### src/rtl/shape_cmd_scheduler.sv
// Round-robin arbiter that programs the shared shape_processor ctrl_sfr with one
// write plus one readback read per command and reports pass/fail per requester.
module shape_cmd_scheduler #(
  parameter int NUM_REQ      = 4,
  parameter int READ_LATENCY = 1
) (
  input  logic                 clk,
  input  logic                 rst,
  input  logic [NUM_REQ-1:0]   req_valid,
  input  logic [2*NUM_REQ-1:0] req_shape,
  input  logic [5*NUM_REQ-1:0] req_operation,
  output logic [NUM_REQ-1:0]   req_ready,
  output logic [NUM_REQ-1:0]   rsp_valid,
  output logic                 rsp_error,
  output logic                 sp_write,
  output logic [31:0]          sp_write_data,
  output logic                 sp_read,
  input  logic [31:0]          sp_read_data,
  input  logic                 sp_error,
  output logic                 busy,
  output logic [7:0]           err_count
);
  localparam int IDX_W = (NUM_REQ > 1) ? $clog2(NUM_REQ) : 1;
  localparam int CNT_W = (READ_LATENCY > 1) ? $clog2(READ_LATENCY) : 1;
  localparam logic [CNT_W-1:0] CNT_LAST = CNT_W'(READ_LATENCY - 1);

  typedef enum logic [2:0] {IDLE, WRITE, READ, WAIT, RESP} state_t;

  state_t             state_q, state_d;
  logic [IDX_W-1:0]   last_grant_q, last_grant_d;
  logic [IDX_W-1:0]   g_q, g_d;
  logic [CNT_W-1:0]   wait_cnt_q, wait_cnt_d;
  logic [7:0]         err_count_q, err_count_d;
  logic [1:0]         shape_q, shape_d;
  logic [4:0]         op_q, op_d;
  logic               sp_write_q, sp_write_d;
  logic [31:0]        sp_write_data_q, sp_write_data_d;
  logic               sp_read_q, sp_read_d;
  logic [NUM_REQ-1:0] rsp_valid_q, rsp_valid_d;
  logic               rsp_error_q, rsp_error_d;

  logic [1:0]         shape_arr [NUM_REQ];
  logic [4:0]         op_arr    [NUM_REQ];
  logic               grant_found;
  logic [IDX_W-1:0]   grant_idx;
  logic [IDX_W-1:0]   cand;
  logic [NUM_REQ-1:0] grant_onehot;
  logic               unused_rd;

  for (genvar i = 0; i < NUM_REQ; i++) begin : g_unpack
    assign shape_arr[i] = req_shape[2*i +: 2];
    assign op_arr[i]    = req_operation[5*i +: 5];
  end

  // Only the shape and operation fields are compared on readback.
  assign unused_rd = ^{sp_read_data[31:18], sp_read_data[15:5]};

  always_comb begin
    grant_found = 1'b0;
    grant_idx   = last_grant_q;
    cand        = '0;
    for (int k = 1; k <= NUM_REQ; k++) begin
      cand = IDX_W'((int'(last_grant_q) + k) % NUM_REQ);
      if (!grant_found && req_valid[cand]) begin
        grant_found = 1'b1;
        grant_idx   = cand;
      end
    end
    grant_onehot = '0;
    if (grant_found) grant_onehot[grant_idx] = 1'b1;
  end

  assign req_ready = (state_q == IDLE && !rst) ? grant_onehot : '0;

  always_comb begin
    state_d         = state_q;
    last_grant_d    = last_grant_q;
    g_d             = g_q;
    wait_cnt_d      = wait_cnt_q;
    err_count_d     = err_count_q;
    shape_d         = shape_q;
    op_d            = op_q;
    sp_write_d      = 1'b0;
    sp_write_data_d = '0;
    sp_read_d       = 1'b0;
    rsp_valid_d     = '0;
    rsp_error_d     = 1'b0;
    case (state_q)
      IDLE: begin
        if (grant_found) begin
          state_d         = WRITE;
          g_d             = grant_idx;
          shape_d         = shape_arr[grant_idx];
          op_d            = op_arr[grant_idx];
          sp_write_d      = 1'b1;
          sp_write_data_d = {14'b0, shape_arr[grant_idx], 11'b0, op_arr[grant_idx]};
        end
      end
      WRITE: begin
        state_d   = READ;
        sp_read_d = 1'b1;
      end
      READ: begin
        state_d    = WAIT;
        wait_cnt_d = '0;
      end
      WAIT: begin
        // Last WAIT cycle is the one where readback data is valid.
        if (wait_cnt_q == CNT_LAST) begin
          state_d             = RESP;
          rsp_valid_d[g_q]    = 1'b1;
          rsp_error_d         = sp_error | (sp_read_data[17:16] != shape_q)
                                         | (sp_read_data[4:0] != op_q);
        end else begin
          wait_cnt_d = wait_cnt_q + CNT_W'(1);
        end
      end
      RESP: begin
        state_d      = IDLE;
        last_grant_d = g_q;
        if (rsp_error_q && err_count_q != 8'hFF) err_count_d = err_count_q + 8'd1;
      end
      default: state_d = IDLE;
    endcase
  end

  always_ff @(posedge clk) begin
    if (rst) begin
      state_q         <= IDLE;
      last_grant_q    <= IDX_W'(NUM_REQ - 1);
      g_q             <= '0;
      wait_cnt_q      <= '0;
      err_count_q     <= '0;
      sp_write_q      <= 1'b0;
      sp_write_data_q <= '0;
      sp_read_q       <= 1'b0;
      rsp_valid_q     <= '0;
      rsp_error_q     <= 1'b0;
    end else begin
      state_q         <= state_d;
      last_grant_q    <= last_grant_d;
      g_q             <= g_d;
      wait_cnt_q      <= wait_cnt_d;
      err_count_q     <= err_count_d;
      sp_write_q      <= sp_write_d;
      sp_write_data_q <= sp_write_data_d;
      sp_read_q       <= sp_read_d;
      rsp_valid_q     <= rsp_valid_d;
      rsp_error_q     <= rsp_error_d;
    end
  end

  always_ff @(posedge clk) begin
    shape_q <= shape_d;
    op_q    <= op_d;
  end

  assign rsp_valid     = rsp_valid_q;
  assign rsp_error     = rsp_error_q;
  assign sp_write      = sp_write_q;
  assign sp_write_data = sp_write_data_q;
  assign sp_read       = sp_read_q;
  assign busy          = (state_q != IDLE);
  assign err_count     = err_count_q;
endmodule

### config.mk
export PLATFORM = sky130hd
export DESIGN_NAME = shape_cmd_scheduler
export DESIGN_NICKNAME = d
export VERILOG_FILES = /design/src/rtl/shape_cmd_scheduler.sv
export SDC_FILE = /design/constraint.sdc
export NUM_CORES = 1
export LEC_CHECK = 0
export ABC_AREA = 1
export CAP_MARGIN = 10
export CORE_ASPECT_RATIO = 1.25
export CORE_MARGIN = 2
export CORE_UTILIZATION = 30
export CTS_CLUSTER_DIAMETER = 200
export DETAILED_ROUTE_END_ITERATION = 7
export GPL_ROUTABILITY_DRIVEN = 0
export MAX_ROUTING_LAYER = met4
export PLACE_DENSITY = 0.77
export SYNTH_ARGS = -nofsm -noshare
export SYNTH_HDL_FRONTEND = slang
export SYNTH_SLANG_ARGS = --single-unit
### constraint.sdc
create_clock -name clk -period 1.7 [get_ports clk]
set_input_delay 0.34 -clock clk [delete_from_list [all_inputs] [get_ports clk]]
set_output_delay 0.34 -clock clk [all_outputs]
set_load 0.05 [all_outputs]
[After elaboration in Yosys (flattened, before gate mapping)]
Cells that the tools add are included.
Word-level totals
  bits in registers: 62
  word-level logic and storage cells: 98
  output and inout bits: 52
  input bits: 67
Operators by class
  add/subtract/negate cells: 6
  reduce and logical (&&, ||, !) cells: 20
  bitwise operators: 6
  muxes and demuxes: 35
  order comparisons: 9
  eq/ne operators: 9
Operator list (number)
  $lt 2x3->1 const B: 6
  $mux 1: 13
  $mux 2: 6
  $pmux 3 s4: 1
  $bmux 5 s2: 1
  $mux 5: 2
  $add 8x1->8 const B: 1
  $bmux 1 s2: 4
  $mux 4: 2
  $ne 8x8->1 const B: 1
  $logic_and 1x1->1: 7
  $eq 3x2->1 const B: 2
  $mux 3: 2
  $reduce_and 2->1: 3
  $reduce_or 3->1: 2
  $ne 5x5->1: 1
  $add 2x1->2 const B: 2
  $add 2x2->2 const B: 2
  $bmux 2 s2: 1
  $demux 1 s2: 2
  $ge 2x1->1 const B: 2
  $logic_not 1->1: 4
  $ne 2x2->1 const B: 2
  $eq 3x1->1 const B: 1
  12 further kinds: 15

[Depth between registers and ports, before layout]
  depth in word-level cells: 19
  gate-level depth with buffers: 15

[Worst setup path after synthesis]
Ideal clock, no wire load.
  kind: register -> output
  from: register state_q[0]
  to: output req_ready[0]
  setup slack: -0.983 ns
  stages on the path, launching flop included: 9
  buffers on the path: 1
  data required time: 1.360 ns
  data arrival time: 2.343 ns
  cell sequence: dfxtp_1 > nor2_1 > inv_1 > nor2_1 > inv_1 > nor2_1 > nand2_1 > clkbuf_1 > nor3_1
On the way
  word-level cells in the longest chain between the ends: 3
Ends and longest elaborated chain
  from (decl): RTL line 29  | state_t state_q, state_d;
  from (signal assigned): RTL line 140  | state_q <= state_d;
  $logic_not 3->1: RTL line 73  | assign req_ready = (state_q == IDLE && !rst) ? grant_onehot : '0;
  $logic_and 1x1->1: RTL line 73
  $mux 4: RTL line 73
  to (decl): RTL line 12  | output logic [NUM_REQ-1:0] req_ready,
No other way between the ends.

[Final worst setup path]
  from: register last_grant_q[0]
  to: output req_ready[1]
On the way
  word-level cells in the longest chain between the ends: 19
  elaborated cells on any way between the ends: 33
Ends and longest elaborated chain
  from (decl): RTL line 30  | logic [IDX_W-1:0] last_grant_q, last_grant_d;
  from (signal assigned): RTL line 130  | last_grant_q <= IDX_W'(NUM_REQ - 1);
  from (signal assigned): RTL line 141  | last_grant_q <= last_grant_d;
  $add 2x1->2: RTL line 63  | cand = IDX_W'((int'(last_grant_q) + k) % NUM_REQ);
  $bmux 1 s2: RTL line 64  | if (!grant_found && req_valid[cand]) begin
  $mux 1 (implied by the code): RTL line 64
  $mux 1: RTL line 64
  $logic_not 1->1: RTL line 64
  $logic_and 1x1->1: RTL line 64
  $mux 1: RTL line 64
  $logic_not 1->1: RTL line 64
  [... 3 more ...]
  $logic_and 1x1->1: RTL line 64
  $mux 2: RTL line 64
  $lt 2x3->1 (implied by the code) or $ge 2x1->1 (tied branches): RTL line 70  | if (grant_found) grant_onehot[grant_idx] = 1'b1;
  $logic_and 1x1->1 (implied by the code): RTL line 70
  $mux 1 (implied by the code): RTL line 70
  $demux 1 s2: RTL line 70
  $mux 4 (*): RTL line 70
  $mux 4 (*): RTL line 73
Every way passes the cells marked *; elsewhere a longest branch is shown, timed or not. The select of a mux whose other input is x is not followed.

==> summary.txt <==
Logic synthesis
  • Area of the mapped netlist: 2385 sq um
  • Simple-gate share of the synthesized area: 37.99%
  • Area share of xor/xnor cells in the synthesized design: 2.938%
  • Most used flip-flop cell after synthesis: dfxtp_1
  • Mux cell area share after synthesis: 0%
  • Async set or reset register ratio after synthesis: 0%
  • Gate count of the mapped netlist: 323
  • Number of library cell types mapped by synthesis: 30
  • Number of enable-type register cells in the synthesized netlist: 7
  • Synth Area per Inst: 7.383 sq um
  • Post-synthesis compound-gate area fraction: 4.460%
  • #FFs+latches synth: 36
  • Arithmetic-cell share of the synthesized area counting full adders, half adders and majority gates: 0.5247%
  • Register area share after synthesis: 33.16%
  • Largest family of logic cells by synthesized area: simple AND/OR/NAND/NOR gates
  • Yosys synthesis warning count: 0

Finish
  • Count of filler cells inserted in the layout: 751
  • Post-layout util: 48.76%
  • Antenna fix cells: 0
  • Number of nets in the finished design: 508
  • Syn-to-layout area delta: 58.39%
  • Fraction of layout instances using a drive strength above 1: 39.46%

Worst setup path
  • Endpoint of the worst register-to-register path: shape_q[1]
  • Reg2reg setup slack: -0.33 ns
  • Path type of the worst setup path: flip-flop to output port
  • CP max FO: 8
  • Crit path required time: 1.36 ns
  • Critical path startpoint: last_grant_q[0]
  • Path depth of the worst reg2reg path: 17
  • Critical Path Sink Type: output port
  • Critical Path Source Type: flip-flop
  • Launching point of the worst reg2reg path: last_grant_q[0]
  • Critical-path cell list: inv_8 > nand2_4 > nand2_4 > nand2_4 > nand2_4 > inv_6 > nand3_4 > nand3_4 > nand2_4 > buf_6 > nor2_4 > buf_12
  • CP Data Arrival Time: 1.81 ns
  • Most frequent cell on the critical path: nand2_4
  • Slowest CP cell: dfxtp_4
  • Peak per-stage delay on the critical path: 0.44 ns

Power and ir drop
  • Share of power burned in the clock network: 22.0%
  • Leakage power summed over all cells: 1.913 nW
  • Sequential share of power: 36.1%
  • Combinational Power Share: 41.9%
  • Int Pwr: 1.749 mW
  • Peak ir drop on the vdd network: 0.6848 mV
  • Power dissipated by switching net loads: 1.002 mW
  • Switching power share of the total: 36.42%
  • Power density over the cells: 728.1 nW/um^2

Detailed routing
  • DRC violations left: 0
  • Met2 wire length: 3346 um
  • Wire length on met1: 2636 um
  • Wire length per cell after detailed routing: 11.73 um
  • Iteration-0 DRC Markers: 68
  • Number of detailed-route iterations in the first pass: 4
  • Routed via count divided by cell count: 4.310
  • DR vias: 2,310
  • Topmost layer with routed signal wires: met4
  • Detailed-routed wire length on met3: 236 um
  • Final antenna-violating net count: 0
  • Routed wire length: 6289 um

Timing
  • Max Clock Freq: 464.3 MHz
  • Total count of hold-check failures in the final report: 0
  • Max-slew violations: 0
  • Setup violations, final: 18
  • Shortest period the worst path allows: 2.154 ns
  • Setup slack of the critical path after layout: -0.4539 ns
  • Post-Route Skew: 0.007346 ns
  • Aggregate negative setup slack: -5.915 ns
  • Setup repair after global routing missed its margin: yes
  • Final period util: 126.7%

Run status
  • Violated checks: negative setup slack
  • Outcome: finished, violations left

Clocking
  • H-tree depth: 2
  • CTS buffer count: 5
  • Clock slew seen by the registers of the worst setup and hold paths: 0.07 ns
  • Cell at the root of the clock tree: clkbuf_8
  • Sink count of the clock tree: 36
  • Maximum root-to-sink buffer count: 2
  • Worst-skew pair later-pin latency: 0.28 ns
  • TritonCTS clock tree: done

GRT
  • Antenna violations before repair: 0
  • Total GRT Usage: 14.18%
  • Largest net degree at the start of global routing: 15
  • Total congestion overflow: 0
  • Vias in the first global route: 2,227
  • Wire length of the first global-routing pass: 9936 um

Floorplan
  • Number of cell rows: 36
  • Initial Utilization: 30.78%
  • Chip Width: 83.75 um
  • Core area: 7747 sq um
  • Full die area: 8683 sq um
  • IO Count: 119
  • Die H: 103.7 um

Place
  • Port buffer count: 68
  • Half-perimeter wire length after detailed placement: 4673 um

Job
  • Max cap viols: 0

Hold path
  • Worst Hold Depth: 1
  • Endpoint of the worst hold-timing path: rsp_valid[2]
  • Worst hold path type: flip-flop to flip-flop
  • Hold wc startpoint: g_q[0]
## layout make-up
type | count | area [sq um] | share of cell area (%)
inverter | 59 | 236.5 | 6.260
multi-input combinational | 222 | 1454 | 38.49
tap | 95 | 118.9 | 3.147
clock buffer | 8 | 90.09 | 2.385
sequential | 36 | 800.8 | 21.20
timing repair buffer | 116 | 1077 | 28.52
## layout by cell type (no fill, tap or decap), drive strengths merged, types with 4 or more instances in the layout
master,instances
o21ai,7
dlygate4sd2,4
clkdlybuf4s50,37
nor2,23
a21oi,7
buf,75
conb,25
nand2,92
dfxtp,29
nand3,42
clkbuf,8
inv,59
xor2,7
edfxtp,7
nor3,8
## synthesized netlist by cell type, types with 2 or more instances
| cell | instances | area share [%] |
|---|---|---|
| nand3_4 | 2 | 1.5 |
| dfxtp_1 | 29 | 24 |
| a21oi_1 | 7 | 1.5 |
| edfxtp_1 | 7 | 8.8 |
| nor2_1 | 23 | 3.6 |
| nand3_2 | 19 | 8.0 |
| buf_6 | 4 | 1.9 |
| nand2_1 | 68 | 11 |
| nor4_1 | 3 | 0.79 |
| o211ai_1 | 2 | 0.63 |
| xor2_1 | 7 | 2.6 |
| nand2_4 | 6 | 2.8 |
| nor3_1 | 8 | 1.7 |
| o21ai_0 | 7 | 1.5 |
| nand3_1 | 20 | 4.2 |
| buf_4 | 26 | 8.2 |
| nand2_2 | 17 | 4.5 |
| inv_1 | 56 | 8.8 |
## registers in the layout (all words and copies together), names as in the netlist, 2 cells and up
signal,count
g_q,2
last_grant_q,2
shape_q,2
err_count,8
state_q,3
sp_write_data,7
op_q,5
rsp_valid,4
## through the flow
step / std cells / hold slack, ns / area [sq um] / setup WS (ns) / total power [mW]
2_1_floorplan: 347 / 0.4091 / 2574 / -0.3288 / 1.703
3_3_place_gp: 510 / 0.4343 / 3328 / -0.5413 / 2.007
3_5_place_dp: 510 / 0.4534 / 3328 / -0.6039 / 2.029
4_1_cts: 524 / 0.4596 / 3608 / -0.4861 / 2.688
5_1_grt: 536 / 0.4946 / 3777 / -0.5564 / 2.900
6_report: 536 / 0.4589 / 3777 / -0.4539 / 2.750
## worst max-delay path by stage
stage	end	slack [ns]	cells past startpoint
floorplan	req_ready[0]	-0.33	12
global placement	op_q[4]	-0.54	13
detailed placement	op_q[4]	-0.60	13
CTS	req_ready[0]	-0.49	11
global route	req_ready[1]	-0.56	12
finish	req_ready[1]	-0.45	12
## cell families (layout without fill, tap and decap cells)
| family | count (synthesis) | after routing |
|---|---|---|
| and+or+nand+nor | 167 | 169 |
| buffers and inverters | 91 | 183 |
| DFF | 36 | 36 |
| AOI/OAI and AO/OA | 19 | 19 |
| xor gates and xnor gates | 8 | 8 |
| adders and majority gates | 1 | 1 |
| other | 1 | 25 |
## worst max-delay path, delay by kind of cell (launching register included)
kind,cells,cell delay (ns)
and+or+nand+nor,8,0.68
DFF,1,0.44
buffers and inverters,4,0.42
## timing repair
item                       CTS  global route
setup buffers                6            11
pin swaps                   15            14
setup endpoints to repair   20            23
hold buffers                 0             0
gates resized for setup     37            27
gates cloned                 1             2
## per-layer routing
| metal | global-route usage, % | up-vias |
|---|---|---|
| li1 | - | 1188 |
| met1 | 17.05 | 1054 |
| met2 | 25.09 | 62 |
| met3 | 1.514 | 6 |
| met4 | 3.802 | 0 |
| met5 | - | - |
## power by group through the flow
stage / logic, mW / registers [mW] / clock network (mW)
3_3_place_gp: 0.999 / 1.01 / 0
2_1_floorplan: 0.605 / 1.10 / 0
4_1_cts: 1.08 / 0.991 / 0.616
5_1_grt: 1.24 / 0.998 / 0.662
6_report: 1.15 / 0.992 / 0.606
3_5_place_dp: 1.02 / 1.01 / 0
(Power assumes the default switching activity.)
